[config.mk]
export PLATFORM = sky130hd
export DESIGN_NAME = ps2_host_tx
export DESIGN_NICKNAME = d
export VERILOG_FILES = /design/src/rtl/ps2_pkg.sv /design/src/rtl/ps2_line_filter.sv /design/src/rtl/ps2_host_tx.sv
export SDC_FILE = /design/constraint.sdc
export NUM_CORES = 1
export LEC_CHECK = 0
export BUFFER_PORTS_ARGS = -buffer_cell sky130_fd_sc_hd__buf_2
export CAP_MARGIN = 20
export CORE_ASPECT_RATIO = 1.75
export CORE_UTILIZATION = 54
export CTS_CLUSTER_DIAMETER = 50
export DETAILED_ROUTE_END_ITERATION = 8
export GPL_TIMING_DRIVEN = 0
export HOLD_SLACK_MARGIN = 0.08
export PLACE_DENSITY_LB_ADDON = 0.15
export SETUP_SLACK_MARGIN = 0.5
export SYNTH_ARGS = -nofsm -noshare
export SYNTH_HDL_FRONTEND = slang
export SYNTH_SLANG_ARGS = --single-unit
[constraint.sdc]
create_clock -name clock -period 2.3 [get_ports clock]
set_input_delay 0.46 -clock clock [delete_from_list [all_inputs] [get_ports clock]]
set_output_delay 0.46 -clock clock [all_outputs]
set_load 0.05 [all_outputs]
[src/rtl/ps2_pkg.sv]
// Shared PS/2 definitions for the host transmitter and the keyboard receiver.
// Contents:
//   PS2_*_CYC   default cycle constants for a 50 MHz clock
//   TIMER_W     width of the transmitter timeout timer
//   ps2_tx_state_e  transmitter FSM encoding
//   odd_parity  parity bit that makes data plus parity carry an odd number of ones
package ps2_pkg;

    localparam int unsigned PS2_INHIBIT_CYC = 6000;    // 120 us clock inhibit
    localparam int unsigned PS2_WAIT_CYC    = 750000;  // 15 ms for the device to start clocking
    localparam int unsigned PS2_PKT_CYC     = 100000;  // 2 ms for the rest of the frame
    localparam int unsigned TIMER_W         = 20;      // every cycle constant must fit in this

    typedef enum logic [2:0] {
        IDLE    = 3'd0,
        INHIBIT = 3'd1,
        REQUEST = 3'd2,
        BITS    = 3'd3,
        ACK     = 3'd4,
        RELEASE = 3'd5,
        FINISH  = 3'd6
    } ps2_tx_state_e;

    function automatic logic odd_parity(input logic [7:0] data);
        return ~(^data);
    endfunction

endpackage

[src/rtl/ps2_line_filter.sv]
// PS/2 line conditioning, shared by the host transmitter and the receiver.
// Ports:
//   clock, reset  system clock, synchronous active-high reset
//   clk_raw       raw PS2_CLK pin level
//   dat_raw       raw PS2_DAT pin level
//   clk_f         PS2_CLK after a 2-flop synchroniser and a FILTER_LEN deglitch
//   dat_s         PS2_DAT after a 2-flop synchroniser
//   fall          one-cycle pulse in the first cycle clk_f reads 0 after 1
module ps2_line_filter #(
    parameter int unsigned FILTER_LEN = 8
) (
    input  logic clock,
    input  logic reset,
    input  logic clk_raw,
    input  logic dat_raw,
    output logic clk_f,
    output logic dat_s,
    output logic fall
);

    localparam int unsigned CW = (FILTER_LEN > 1) ? $clog2(FILTER_LEN) : 1;
    localparam logic [CW-1:0] CNT_LAST = CW'(FILTER_LEN - 1);

    logic [1:0]    clk_sync;
    logic [1:0]    dat_sync;
    logic [CW-1:0] cnt;

    // Both lines idle high, so the synchronisers and the filtered level
    // reset to 1 and no spurious edge appears after reset.
    always_ff @(posedge clock) begin
        if (reset) begin
            clk_sync <= 2'b11;
            dat_sync <= 2'b11;
            cnt      <= '0;
            clk_f    <= 1'b1;
            fall     <= 1'b0;
        end else begin
            clk_sync <= {clk_sync[0], clk_raw};
            dat_sync <= {dat_sync[0], dat_raw};
            fall     <= 1'b0;
            // cnt counts consecutive synchronised samples that disagree with
            // clk_f; any agreeing sample restarts the count, so a glitch
            // shorter than FILTER_LEN samples never reaches clk_f.
            if (clk_sync[1] == clk_f) begin
                cnt <= '0;
            end else if (cnt == CNT_LAST) begin
                cnt   <= '0;
                clk_f <= clk_sync[1];
                fall  <= clk_f;
            end else begin
                cnt <= cnt + 1'b1;
            end
        end
    end

    assign dat_s = dat_sync[1];

endmodule

[src/rtl/ps2_host_tx.sv]
// PS/2 host-to-device transmitter: sends one command byte and reports the
// device ACK. Lines are open-drain; an *_oe output of 1 pulls the line low.
// Ports:
//   clock, reset           50 MHz clock, synchronous active-high reset
//   ps2_clk_i, ps2_dat_i   raw pin levels
//   ps2_clk_oe, ps2_dat_oe 1 = pull line low, 0 = release
//   tx_data, tx_start      byte and its one-cycle request
//   tx_busy, tx_done       transfer in progress, one-cycle completion pulse
//   tx_ack, tx_error       status, valid on tx_done and held until the next start
//   fsm_state              current FSM state, for observation only
// Handshake: a tx_start is accepted only in a cycle where tx_busy=0; tx_data
// is captured in that cycle. tx_busy rises the next cycle and stays high
// through the tx_done cycle, so a start coinciding with tx_done is dropped.
module ps2_host_tx
    import ps2_pkg::*;
#(
    parameter int unsigned INHIBIT_CYC = PS2_INHIBIT_CYC,  // at least 2
    parameter int unsigned WAIT_CYC    = PS2_WAIT_CYC,
    parameter int unsigned PKT_CYC     = PS2_PKT_CYC,
    parameter int unsigned FILTER_LEN  = 8
) (
    input  logic          clock,
    input  logic          reset,
    input  logic          ps2_clk_i,
    input  logic          ps2_dat_i,
    output logic          ps2_clk_oe,
    output logic          ps2_dat_oe,
    input  logic [7:0]    tx_data,
    input  logic          tx_start,
    output logic          tx_busy,
    output logic          tx_done,
    output logic          tx_ack,
    output logic          tx_error,
    output ps2_tx_state_e fsm_state
);

    localparam logic [TIMER_W-1:0] INH_DAT   = TIMER_W'(INHIBIT_CYC - 2);
    localparam logic [TIMER_W-1:0] INH_LAST  = TIMER_W'(INHIBIT_CYC - 1);
    localparam logic [TIMER_W-1:0] WAIT_LAST = TIMER_W'(WAIT_CYC - 1);
    localparam logic [TIMER_W-1:0] PKT_LAST  = TIMER_W'(PKT_CYC - 1);

    logic          clk_f;
    logic          dat_s;
    logic          fall;
    ps2_tx_state_e state;
    logic [TIMER_W-1:0] timer;
    logic [3:0]    bit_cnt;
    logic [9:0]    shreg;    // {stop, parity, data}, LSB goes out first

    ps2_line_filter #(
        .FILTER_LEN(FILTER_LEN)
    ) u_filter (
        .clock  (clock),
        .reset  (reset),
        .clk_raw(ps2_clk_i),
        .dat_raw(ps2_dat_i),
        .clk_f  (clk_f),
        .dat_s  (dat_s),
        .fall   (fall)
    );

    always_ff @(posedge clock) begin
        if (reset) begin
            state      <= IDLE;
            timer      <= '0;
            bit_cnt    <= '0;
            shreg      <= '0;
            ps2_clk_oe <= 1'b0;
            ps2_dat_oe <= 1'b0;
            tx_busy    <= 1'b0;
            tx_done    <= 1'b0;
            tx_ack     <= 1'b0;
            tx_error   <= 1'b0;
        end else begin
            tx_done <= 1'b0;
            case (state)
                IDLE: begin
                    ps2_clk_oe <= 1'b0;
                    ps2_dat_oe <= 1'b0;
                    if (tx_start && !tx_busy) begin
                        shreg      <= {1'b1, odd_parity(tx_data), tx_data};
                        tx_ack     <= 1'b0;
                        tx_error   <= 1'b0;
                        tx_busy    <= 1'b1;
                        ps2_clk_oe <= 1'b1;
                        timer      <= '0;
                        bit_cnt    <= '0;
                        state      <= INHIBIT;
                    end else begin
                        // Busy is held through the tx_done cycle (spent here).
                        tx_busy <= 1'b0;
                    end
                end

                // Clock is held low for exactly INHIBIT_CYC cycles; data goes
                // low one cycle before the clock is released so the device
                // never sees a released clock with data still high.
                INHIBIT: begin
                    timer <= timer + 1'b1;
                    if (timer == INH_DAT) begin
                        ps2_dat_oe <= 1'b1;
                    end
                    if (timer == INH_LAST) begin
                        ps2_clk_oe <= 1'b0;
                        timer      <= '0;
                        state      <= REQUEST;
                    end
                end

                // REQUEST lasts at most WAIT_CYC cycles before timing out.
                REQUEST: begin
                    if (fall) begin
                        ps2_dat_oe <= ~shreg[0];
                        shreg      <= shreg >> 1;
                        bit_cnt    <= 4'd1;
                        timer      <= '0;
                        state      <= BITS;
                    end else if (timer == WAIT_LAST) begin
                        ps2_clk_oe <= 1'b0;
                        ps2_dat_oe <= 1'b0;
                        tx_ack     <= 1'b0;
                        tx_error   <= 1'b1;
                        state      <= FINISH;
                    end else begin
                        timer <= timer + 1'b1;
                    end
                end

                BITS, ACK, RELEASE: begin
                    if (timer == PKT_LAST) begin
                        ps2_clk_oe <= 1'b0;
                        ps2_dat_oe <= 1'b0;
                        tx_ack     <= 1'b0;
                        tx_error   <= 1'b1;
                        state      <= FINISH;
                    end else begin
                        timer <= timer + 1'b1;
                        if (state == BITS) begin
                            // bit_cnt counts falls seen so far; the tenth
                            // fall puts the stop bit (a release) on the line.
                            if (fall) begin
                                ps2_dat_oe <= ~shreg[0];
                                shreg      <= shreg >> 1;
                                bit_cnt    <= bit_cnt + 1'b1;
                                if (bit_cnt == 4'd9) begin
                                    state <= ACK;
                                end
                            end
                        end else if (state == ACK) begin
                            if (fall) begin
                                tx_ack   <= ~dat_s;
                                tx_error <= dat_s;
                                state    <= RELEASE;
                            end
                        end else begin
                            if (clk_f && dat_s) begin
                                state <= FINISH;
                            end
                        end
                    end
                end

                FINISH: begin
                    tx_done <= 1'b1;
                    state   <= IDLE;
                end

                default: begin
                    ps2_clk_oe <= 1'b0;
                    ps2_dat_oe <= 1'b0;
                    state      <= IDLE;
                end
            endcase
        end
    end

    assign fsm_state = state;

endmodule
# After elaboration in Yosys (flattened, before gate mapping)
# Index checks and enable logic that the tools add are counted.
dict set report classes {
  add_sub_neg 3
  eq_ne 33
  mux 55
  bitwise 6
  reduce_logical 18
}
# cell count
set ops {}
lappend ops {{$mux 20} 5}
lappend ops {{$pmux 20 s4} 1}
lappend ops {{$eq 20x13->1 const B} 2}
lappend ops {{$mux 10} 4}
lappend ops {{$mux 3} 11}
lappend ops {{$pmux 10 s3} 1}
lappend ops {{$mux 1} 22}
lappend ops {{$add 20x1->20 const B} 1}
lappend ops {{$eq 20x17->1 const B} 1}
lappend ops {{$eq 20x20->1 const B} 1}
lappend ops {{$mux 4} 5}
lappend ops {{$ne 2x2->1 const B} 8}
lappend ops {{$reduce_and 7->1} 2}
lappend ops {{$eq 3x3->1 const B} 4}
lappend ops {{$pmux 3 s4} 1}
lappend ops {{$pmux 4 s3} 1}
lappend ops {{$reduce_and 5->1} 2}
lappend ops {{$ne 3x2->1 const B} 3}
lappend ops {{$ne 3x3->1 const B} 3}
lappend ops {{$reduce_or 3->1} 3}
lappend ops {{$ne 4x3->1 const B} 2}
lappend ops {{$reduce_and 4->1} 2}
lappend ops {{$reduce_xor 8->1} 1}
lappend ops {{$eq 3x2->1 const B} 2}
lappend ops {{19 further kinds} 27}
dict set report totals {
  register_bits 52
  inputBits 13
  out_inout_bits 9
  word_cells 130
}

# Logic depth before layout (Yosys ltp)
# Gate-level depths: netlist of run 1.
dict set report depth {
  word_depth 6
  depth_mapped 8
  depth_no_buf 7
}

# Cells and area by module
# A second synthesis of run 1 with hierarchy kept.
dict set report hier_totals {
  hier_cells 376
  hier_area_um2 2981.6
}
# module instances cells_each area_per_inst_um2 seq_area_each_um2
set by_module_without_submodules {}
lappend by_module_without_submodules {ps2_host_tx 1 354 2690.1 860.8}
lappend by_module_without_submodules {ps2_line_filter 1 22 291.5 180.2}

# Worst setup path after synthesis of run 1
# Ideal clock, no wire load.
dict set report synth_timing {
  kind {register -> register}
  from {reg state[2], in the netlist fsm_state[2]}
  to {reg timer[1]}
  setup_ns 0.086
  t_arrival_ns 2.275
  required_time_ns 2.214
  setup_slack_ns -0.060
  path_stages_with_launch 8
  n_path_buf 3
  synth_period_minus_slack_ns 2.360
  cell_sequence {dfxtp_1 -> buf_2 -> or2_2 -> o31ai_1 -> buf_2 -> buf_4 -> nor2_1 -> a211oi_1}
}
dict set report synth_between {
  elab_chain_cells 4
  word_cells_on_any_way 13
  cone_classes {eq/ne: 8; mux: 1; reduce/logical: 4}
}
# item line
set synth_rtl {}
lappend synth_rtl {{from (decl)} ps2_host_tx.sv:45} ;# ps2_tx_state_e state;
lappend synth_rtl {{from (signal assigned)} ps2_host_tx.sv:64} ;# state <= IDLE;
lappend synth_rtl {{from (signal assigned)} ps2_host_tx.sv:88} ;# state <= INHIBIT;
lappend synth_rtl {{from (signal assigned)} ps2_host_tx.sv:106} ;# state <= REQUEST;
lappend synth_rtl {{$eq 3x2->1 or $eq 3x3->1 (tied branches)} ps2_host_tx.sv:76} ;# case (state)
lappend synth_rtl {{$reduce_or 3->1} ps2_host_tx.sv:76}
lappend synth_rtl {{$reduce_bool 4->1 (no line) or $ne 2x2->1 (tied branches)} -}
lappend synth_rtl {{$reduce_and 4->1 (no line)} -}
lappend synth_rtl {{to (signal assigned)} ps2_host_tx.sv:99} ;# timer <= timer + 1'b1;
lappend synth_rtl {{to (signal assigned)} ps2_host_tx.sv:125} ;# timer <= timer + 1'b1;
lappend synth_rtl {{to (signal assigned)} ps2_host_tx.sv:137} ;# timer <= timer + 1'b1;
lappend synth_rtl {{to (decl)} ps2_host_tx.sv:46} ;# logic [TIMER_W-1:0] timer;
# Several ways; a longest one is shown, not always the timed one.
# A chain may end at the register's enable or synchronous reset.

# Worst setup path after layout of run 1
dict set report layout_timing {
  from {reg timer[13]}
  to {reg ps2_dat_oe}
}
dict set report layout_between {
  elab_chain_cells 3
  word_cells_on_any_way 10
  cone_classes {eq/ne: 7; mux: 2; reduce/logical: 1}
}
# item line
set layout_rtl {}
lappend layout_rtl {{$eq 20x17->1 (tied with other cells)} ps2_host_tx.sv:130} ;# if (timer == PKT_LAST) begin
lappend layout_rtl {{$ne 3x2->1 (no line) (tied with other cells)} -}
lappend layout_rtl {{$reduce_and 5->1 (no line) or $pmux 1 s4 (tied branches)} -}
lappend layout_rtl {{to (signal assigned)} ps2_host_tx.sv:113} ;# ps2_dat_oe <= ~shreg[0];
lappend layout_rtl {{to (signal assigned)} ps2_host_tx.sv:142} ;# ps2_dat_oe <= ~shreg[0];
lappend layout_rtl {{to (decl)} ps2_host_tx.sv:27} ;# output logic ps2_dat_oe,
# Several ways; a longest one is shown, not always the timed one.

==> run_results.csv, run 1 <==
group,metric,value,unit
yosys,synth_compound_area_share,23.21,%
timing,hold_viol,0,
floorplan,rows,35,
min_path,hp-start,"ps2_clk_i",
setup_path,cp_common_cell,"buf_4",
setup_path,r2r-start,"timer[13]$_SDFFE_PP0P_",
yosys,synth-edff-count,0,
detailed_routing,drc_errors,0,
yosys,synthSimpleGateAreaFrac,28.74,%
yosys,synth_top_family_by_area,"simple AND/OR/NAND/NOR gates",
timing,rsz0062_at_grt,"yes",
grt,antenna_found_initial,0,
yosys,avgSynthCellArea,8.286,sq um
yosys,synth_top_cells_by_area,"dfxtp_1, xnor2_1, a21oi_1, o21ai_0, nand2_1",
final_layout,layout_common_cells,"dfxtp_1, nand2_1, buf_4",
final_layout,antenna_cells,0,
floorplan,ios,22,
grt,grt_pass1_wl,14450,microns
final_layout,final_common_cell,"dfxtp_1",
timing,min_period,2.292,ns
yosys,ys_warn_count,0,
placed_design,hpwl,6018,microns
cts,clock-sinks,52,
pwr,leakage,1.389,nW
placed_design,place_congestion,0.9119,
final_layout,final_util,74.57,%
yosys,synth_nets,382,
outcome,status,"complete, no violations",
yosys,async_flop_share,0,%
setup_path,cpPeakStageDelay,0.56,ns
yosys,synthCells,363,
min_path,hp-class,"input port to flip-flop",
cts,htreeDepth,2,
yosys,synthMuxAreaShare,2.038,%
setup_path,r2r_slack,0.008,ns
final_layout,syn2layout_area_growth,31.36,%
grt,grt_max_degree,19,
placed_design,place.port_buffers,20,
setup_path,cp_max_fo,3,
cts,clk_pin_slew,0.11,ns
yosys,ys_seq_area_share,34.61,%
timing,max_freq,436.4,MHz
min_path,min_to,"u_filter.clk_sync[0]$_SDFF_PP1_",
yosys,synth-xor-area-share,4.659,%
yosys,synth_ff_type,"dfxtp_1",
final_layout,fillers,389,
detailed_routing,drt_first_pass_iters,5,
setup_path,endpoint_kind,"flip-flop",
final_layout,fin_area,0.003951,sq mm
yosys,synth_top_area_share,34.61,%
placed_design,pre_cts_ws,-0.1185,ns
timing,maxSlewViolCount,0,
final_layout,nets,436,
pwr,powerDensity,1017,mW/mm^2
cts,clk_latency,0.32,ns
setup_path,r2r_cells,7,
cts,clock_path_buffers,2,
timing,timing.final.ws_setup,0.008276,ns
detailed_routing,drt-wirelength-per-cell,19.02,microns
yosys,synth_seq_cells,52,
setup_path,cpMaxStageDelayCell,"or4_4",
floorplan,die_w,58.42,microns
timing,slew_headroom,59.48,%
setup_path,crit_path_cell_trace,"or4_4 > buf_4 > nor4_4 > buf_4 > a41oi_1 > a221oi_2 > mux2_4",
setup_path,critical_path_required,2.52,ns
grt,gr-total-overflow,0,
flow_run,max-cap-violations,0,
final_layout,drive_gt1_share,37.32,%
pwr,vdd_drop_max,0.0007839,V
cts,numCtsBuffers,5,
detailed_routing,dr.first_iter.drc_count,204,
grt,track_usage,32.22,%
timing,clock_skew,0.005419,ns
placed_design,post_dp_cell_area,0.003342,sq mm
cts,root_buffer,"clkbuf_8",
setup_path,arrival,2.51,ns
floorplan,dieHeight,100.7,microns
setup_path,critical_path_class,"flip-flop to flip-flop",
setup_path,timing.rr.end,"ps2_dat_oe$_SDFFE_PP0P_",
detailed_routing,wl,9357,microns
cts,cts_tree,"yes",
min_path,worstHoldPathCells,2,
detailed_routing,ant_nets,0,
yosys,synth_top_cell_by_area,"dfxtp_1",
pwr,p_total,4.018,mW
detailed_routing,drt-vias-per-instance,6.423,
timing,setup_violations,0,
floorplan,start_util,56.77,%
floorplan,die_area,0.005884,sq mm
cts,hold_buffers,0,
floorplan,core,0.005299,sq mm
timing,timing.final.crit_share,99.64,%
detailed_routing,via_count,3160,
grt,grt_pass1_vias,3184,
yosys,synth_fa_ha_area_share,2.496,%
setup_path,startpoint_type,"flip-flop",
yosys,synth_cell_type_count,66,
timing,worst_pin_slew,0.6078,ns
yosys,syn_area,0.003008,sq mm
[cell type report]
class | instances | area, sq um | area share (%)
timing repair buffer | 47 | 325.3 | 8.233
multi-input combinational | 282 | 2162 | 54.72
sequential | 52 | 1075 | 27.20
clock inverter | 3 | 50.05 | 1.267
tap | 74 | 92.59 | 2.343
inverter | 8 | 30.03 | 0.7600
buffer | 21 | 147.6 | 3.737
clock buffer | 5 | 68.82 | 1.742
[critical path: cells and delay by family, from the launching register on]
family	cells	cell delay, ns
buf+inv	2	0.36
mux	1	0.33
simple gates	2	0.69
flops	1	0.36
compound gates	2	0.47
[cell usage after synthesis (all sizes together), types with 3 or more instances]
cell type	n
a21oi	27
a211oi	4
nand2	30
nand3	15
a31oi	4
or4	7
or2	7
mux2i	5
buf	8
nor3	8
o21ai	24
and2	6
a311oi	8
nor2b	5
nand4	6
o22ai	3
nand3b	3
clkbuf	13
nor4	8
nand2b	5
and4	3
ha	6
nor2	30
inv	8
or3	5
or4b	3
o31ai	8
dfxtp	52
xnor2	16
and3	3
[cells by family (layout without fill, tap and decap cells)]
group / Yosys count / after routing
xor+xnor: 16 / 16
buf+inv: 29 / 84
fa+ha+maj: 6 / 6
simple gates: 152 / 152
compound gates: 102 / 102
flops: 52 / 52
mux: 6 / 6
[repair_timing]
action / 4_1_cts / 5_1_grt
cloned: 3 / 1
setup buffers: 18 / 5
gates resized for setup: 45 / 38
pin swaps: 20 / 11
setup endpoints to repair: 42 / 42
[stage by stage]
stage | setup TNS (ns) | cells | hold slack, ns
4_1_cts | 0 | 486 | 0.3114
5_1_grt | -0.08070 | 492 | 0.3068
3_3_place_gp | -1.157 | 457 | 0.3933
2_1_floorplan | 0 | 363 | 0.3895
6_report | 0 | 492 | 0.3124
3_5_place_dp | -1.236 | 457 | 0.3952
[how the worst max path moves through the flow]
stage	from	to	slack (ns)	cells after the start
after CTS	timer[13]$_SDFFE_PP0P_	ps2_dat_oe$_SDFFE_PP0P_	0.03	6
after detailed placement	timer[7]$_SDFFE_PP0P_	timer[6]$_SDFFE_PP0P_	-0.12	6
final	timer[13]$_SDFFE_PP0P_	ps2_dat_oe$_SDFFE_PP0P_	0.008	7
after global routing	timer[8]$_SDFFE_PP0P_	bit_cnt[0]$_SDFFE_PP0P_	-0.03	6
after floorplan	timer[8]$_SDFFE_PP0P_	bit_cnt[0]$_SDFFE_PP0P_	0.12	6
after global placement	timer[7]$_SDFFE_PP0P_	timer[6]$_SDFFE_PP0P_	-0.12	6
[sequential cells by signal, indices dropped and copies added, names as in the netlist]
signal and count:
timer 20, shreg 10, bit_cnt 4, fsm_state 3
u_filter.cnt 3, u_filter.clk_sync 2, u_filter.dat_sync 2, ps2_clk_oe 1
ps2_dat_oe 1, tx_ack 1, tx_busy 1, tx_done 1
tx_error 1, u_filter.clk_f 1, u_filter.fall 1
[layer usage]
metal | vias up | track usage, % | part of all wire (%)
met4 | 0 | 28.02 | 7.3
met1 | 1488 | 30.79 | 34
met2 | 143 | 57.38 | 54
met5 | - | 0 | 0
li1 | 1464 | - | -
met3 | 65 | 5.263 | 4.1
[power by group]
group / internal (mW) / leakage (nW) / total, mW / switching [mW]
logic: 0.844 / 0.896 / 2.16 / 1.31
registers: 1.04 / 0.432 / 1.17 / 0.127
clock network: 0.336 / 0.0607 / 0.689 / 0.352
Note: power is estimated with default switching activity, not from simulation.
==> inputs of run 2 (changes only) <==
clock period = 2 ns   (was 2.3 ns; I/O delays follow)
==> run 2 against run 1 <==
  * Setup slack got worse by 0.30 ns
  * Flip-flop and latch count unchanged
  * The run now ends with negative setup slack left
  * Final cell count decreased by 1.4%
  * Sequential share of layout area increased by 0.85 points
  * Critical path type unchanged
  * Critical path depth decreased by 1
==> run_results.csv, run 2 (synthesized netlist as in run 1, its figures left out) <==
group,metric,value,unit
setup_path,crit_cells,6,
floorplan,dieHeight,100.7,microns
detailed_routing,drt-vias-per-instance,6.190,
cts,htreeDepth,2,
detailed_routing,dr.first_iter.drc_count,152,
cts,root_buffer,"clkbuf_8",
final_layout,multi_input_area,0.002120,sq mm
setup_path,cp_num_buf_inv,1,
grt,grt_pass1_vias,2944,
cts,clk_pin_slew,0.11,ns
detailed_routing,drc_errors,0,
min_path,hp-class,"input port to flip-flop",
final_layout,syn2layout_area_growth,27.25,%
final_layout,regArea,0.001074,sq mm
final_layout,drive_gt1_share,34.06,%
setup_path,r2r_cells,6,
timing,timing.final.ws_setup,-0.2904,ns
setup_path,critPathTopFamily,"simple AND/OR/NAND/NOR gates",
placed_design,dpl.cell_count,457,
timing,worst_pin_slew,0.5781,ns
final_layout,nets,429,
setup_path,timing.rr.end,"bit_cnt[0]$_SDFFE_PP0P_",
timing,maxSlewViolCount,0,
timing,min_period,2.290,ns
placed_design,place.port_buffers,20,
setup_path,critical_path_required,2.19,ns
timing,setup_violations,42,
grt,gr-total-overflow,0,
timing,slew_headroom,61.32,%
setup_path,endpoint_kind,"flip-flop",
placed_design,place_congestion,0.8970,
cts,clock_path_buffers,2,
placed_design,pre_cts_ws,-0.4240,ns
pwr,powerDensity,1110,mW/mm^2
floorplan,rows,35,
placed_design,hpwl,5931,microns
timing,hold_ws,0.2573,ns
setup_path,cpPeakStageDelay,0.55,ns
cts,clock-sinks,52,
setup_path,crit_path_cell_trace,"or4b_4 > or4_4 > o31a_1 > buf_6 > mux2i_1 > nor2_1",
cts,cts_tree,"yes",
timing,max_freq,436.6,MHz
pwr,vdd_drop_max,0.0008409,V
detailed_routing,wl,8411,microns
min_path,min_to,"u_filter.dat_sync[0]$_SDFF_PP1_",
cts,numCtsBuffers,5,
cts,clk_latency,0.31,ns
final_layout,top_register,"timer",
outcome,status,"complete, but fails checks",
detailed_routing,via_count,3002,
final_layout,final_util,72.23,%
setup_path,cp_max_fo,5,
setup_path,arrival,2.48,ns
min_path,worstHoldPathCells,2,
timing,hold_viol,0,
timing,timing.final.crit_share,114.5,%
detailed_routing,drt-wirelength-per-cell,17.34,microns
timing,rsz0062_at_grt,"yes",
final_layout,largest_register_ffs,20,
final_layout,final_common_cell,"dfxtp_1",
grt,grt_pass1_wl,13620,microns
setup_path,cpMaxStageDelayCell,"or4_4",
final_layout,antenna_cells,0,
floorplan,die_area,0.005884,sq mm
floorplan,core,0.005299,sq mm
grt,track_usage,30.30,%
floorplan,start_util,56.77,%
final_layout,fillers,418,
setup_path,critical_path_class,"flip-flop to flip-flop",
final_layout,stdcell_count,485,
detailed_routing,ant_nets,0,
outcome,violations,"negative setup slack",
floorplan,ios,22,
pwr,leakage,1.338,nW
final_layout,top_regs,"timer x20, shreg x10, bit_cnt x4",
floorplan,die_w,58.42,microns
detailed_routing,drt_first_pass_iters,5,
min_path,hp-start,"ps2_dat_i",
final_layout,layout_common_cells,"dfxtp_1, nand2_1, nor2_1",
flow_run,max-cap-violations,0,
setup_path,startpoint_type,"flip-flop",
timing,clock_skew,0.008229,ns
setup_path,r2r-start,"timer[5]$_SDFFE_PP0P_",
grt,grt_max_degree,19,
grt,antenna_found_initial,0,
setup_path,r2r_slack,-0.29,ns
-- run 2: changes by cell type in the layout (fill, tap and decap cells not counted), moves of 2 or more --
cell and delta:
buf_4 -7, nor2_1 +6, nor2_4 -4, clkbuf_2 +3, a311oi_1 +2, a311oi_2 -2, buf_2 -2, nor2_2 -2
o31ai_1 +2, o31ai_2 -2
-- run 2: metrics by stage --
step / cell area, sq um / setup TNS (ns) / total power, mW
finish: 3827 / -8.564 / 4.248
global route: 3827 / -10.40 / 4.463
CTS: 3769 / -7.764 / 4.153
detailed placement: 3347 / -11.46 / 3.240
global placement: 3347 / -11.01 / 3.210
floorplan: 3154 / -2.614 / 2.794
-- run 2: cell type report --
class	count	share of cell area, %
Timing Repair Buffer	40	7.127
Sequential cell	52	28.05
Tap cell	74	2.419
Buffer	21	3.792
Clock buffer	5	1.798
Inverter	8	0.7846
Clock inverter	3	0.6538
Multi-Input combinational cell	282	55.38
-- run 2: repair_timing --
| item | 4_1_cts | 5_1_grt |
|---|---|---|
| endpoints found under the setup margin | 42 | 42 |
| resized for setup | 52 | 14 |
| buffers inserted | 15 | 2 |
| hold buffers | 0 | 0 |
| cloned | 3 | 0 |
| pin swaps | 24 | 2 |
| endpoints found under the hold margin | 0 | 0 |
-- run 2: worst max-delay path by stage --
stage	from	end
6_report	timer[5]$_SDFFE_PP0P_	bit_cnt[0]$_SDFFE_PP0P_
5_1_grt	timer[5]$_SDFFE_PP0P_	bit_cnt[0]$_SDFFE_PP0P_
4_1_cts	timer[5]$_SDFFE_PP0P_	bit_cnt[0]$_SDFFE_PP0P_
3_5_place_dp	timer[7]$_SDFFE_PP0P_	timer[15]$_SDFFE_PP0P_
3_3_place_gp	timer[7]$_SDFFE_PP0P_	timer[6]$_SDFFE_PP0P_
2_1_floorplan	timer[8]$_SDFFE_PP0P_	bit_cnt[0]$_SDFFE_PP0P_
-- run 2: metal layers --
metal | vias up | track usage (%) | wire length (microns) | part of all wire, %
met5 | - | 0 | 0 | 0
met2 | 104 | 53.76 | 4456 | 53
met3 | 47 | 4.621 | 297 | 3.5
met1 | 1403 | 30.07 | 3054 | 36
met4 | 0 | 24.73 | 603 | 7.2
li1 | 1448 | - | - | -
-- run 2: worst reg2reg max path, delay by kind of cell (launching register included) --
kind,cells,cell delay (ns)
mux,1,0.15
flops,1,0.35
compound gates,1,0.35
simple gates,3,1.13
buf+inv,1,0.18
-- run 2: where the power goes --
| group | internal [mW] | switching, mW | total (mW) | leakage [nW] |
|---|---|---|---|---|
| Combinational | 0.883 | 1.40 | 2.28 | 0.861 |
| Sequential | 1.20 | 0.133 | 1.33 | 0.432 |
| Clock | 0.256 | 0.381 | 0.637 | 0.0452 |
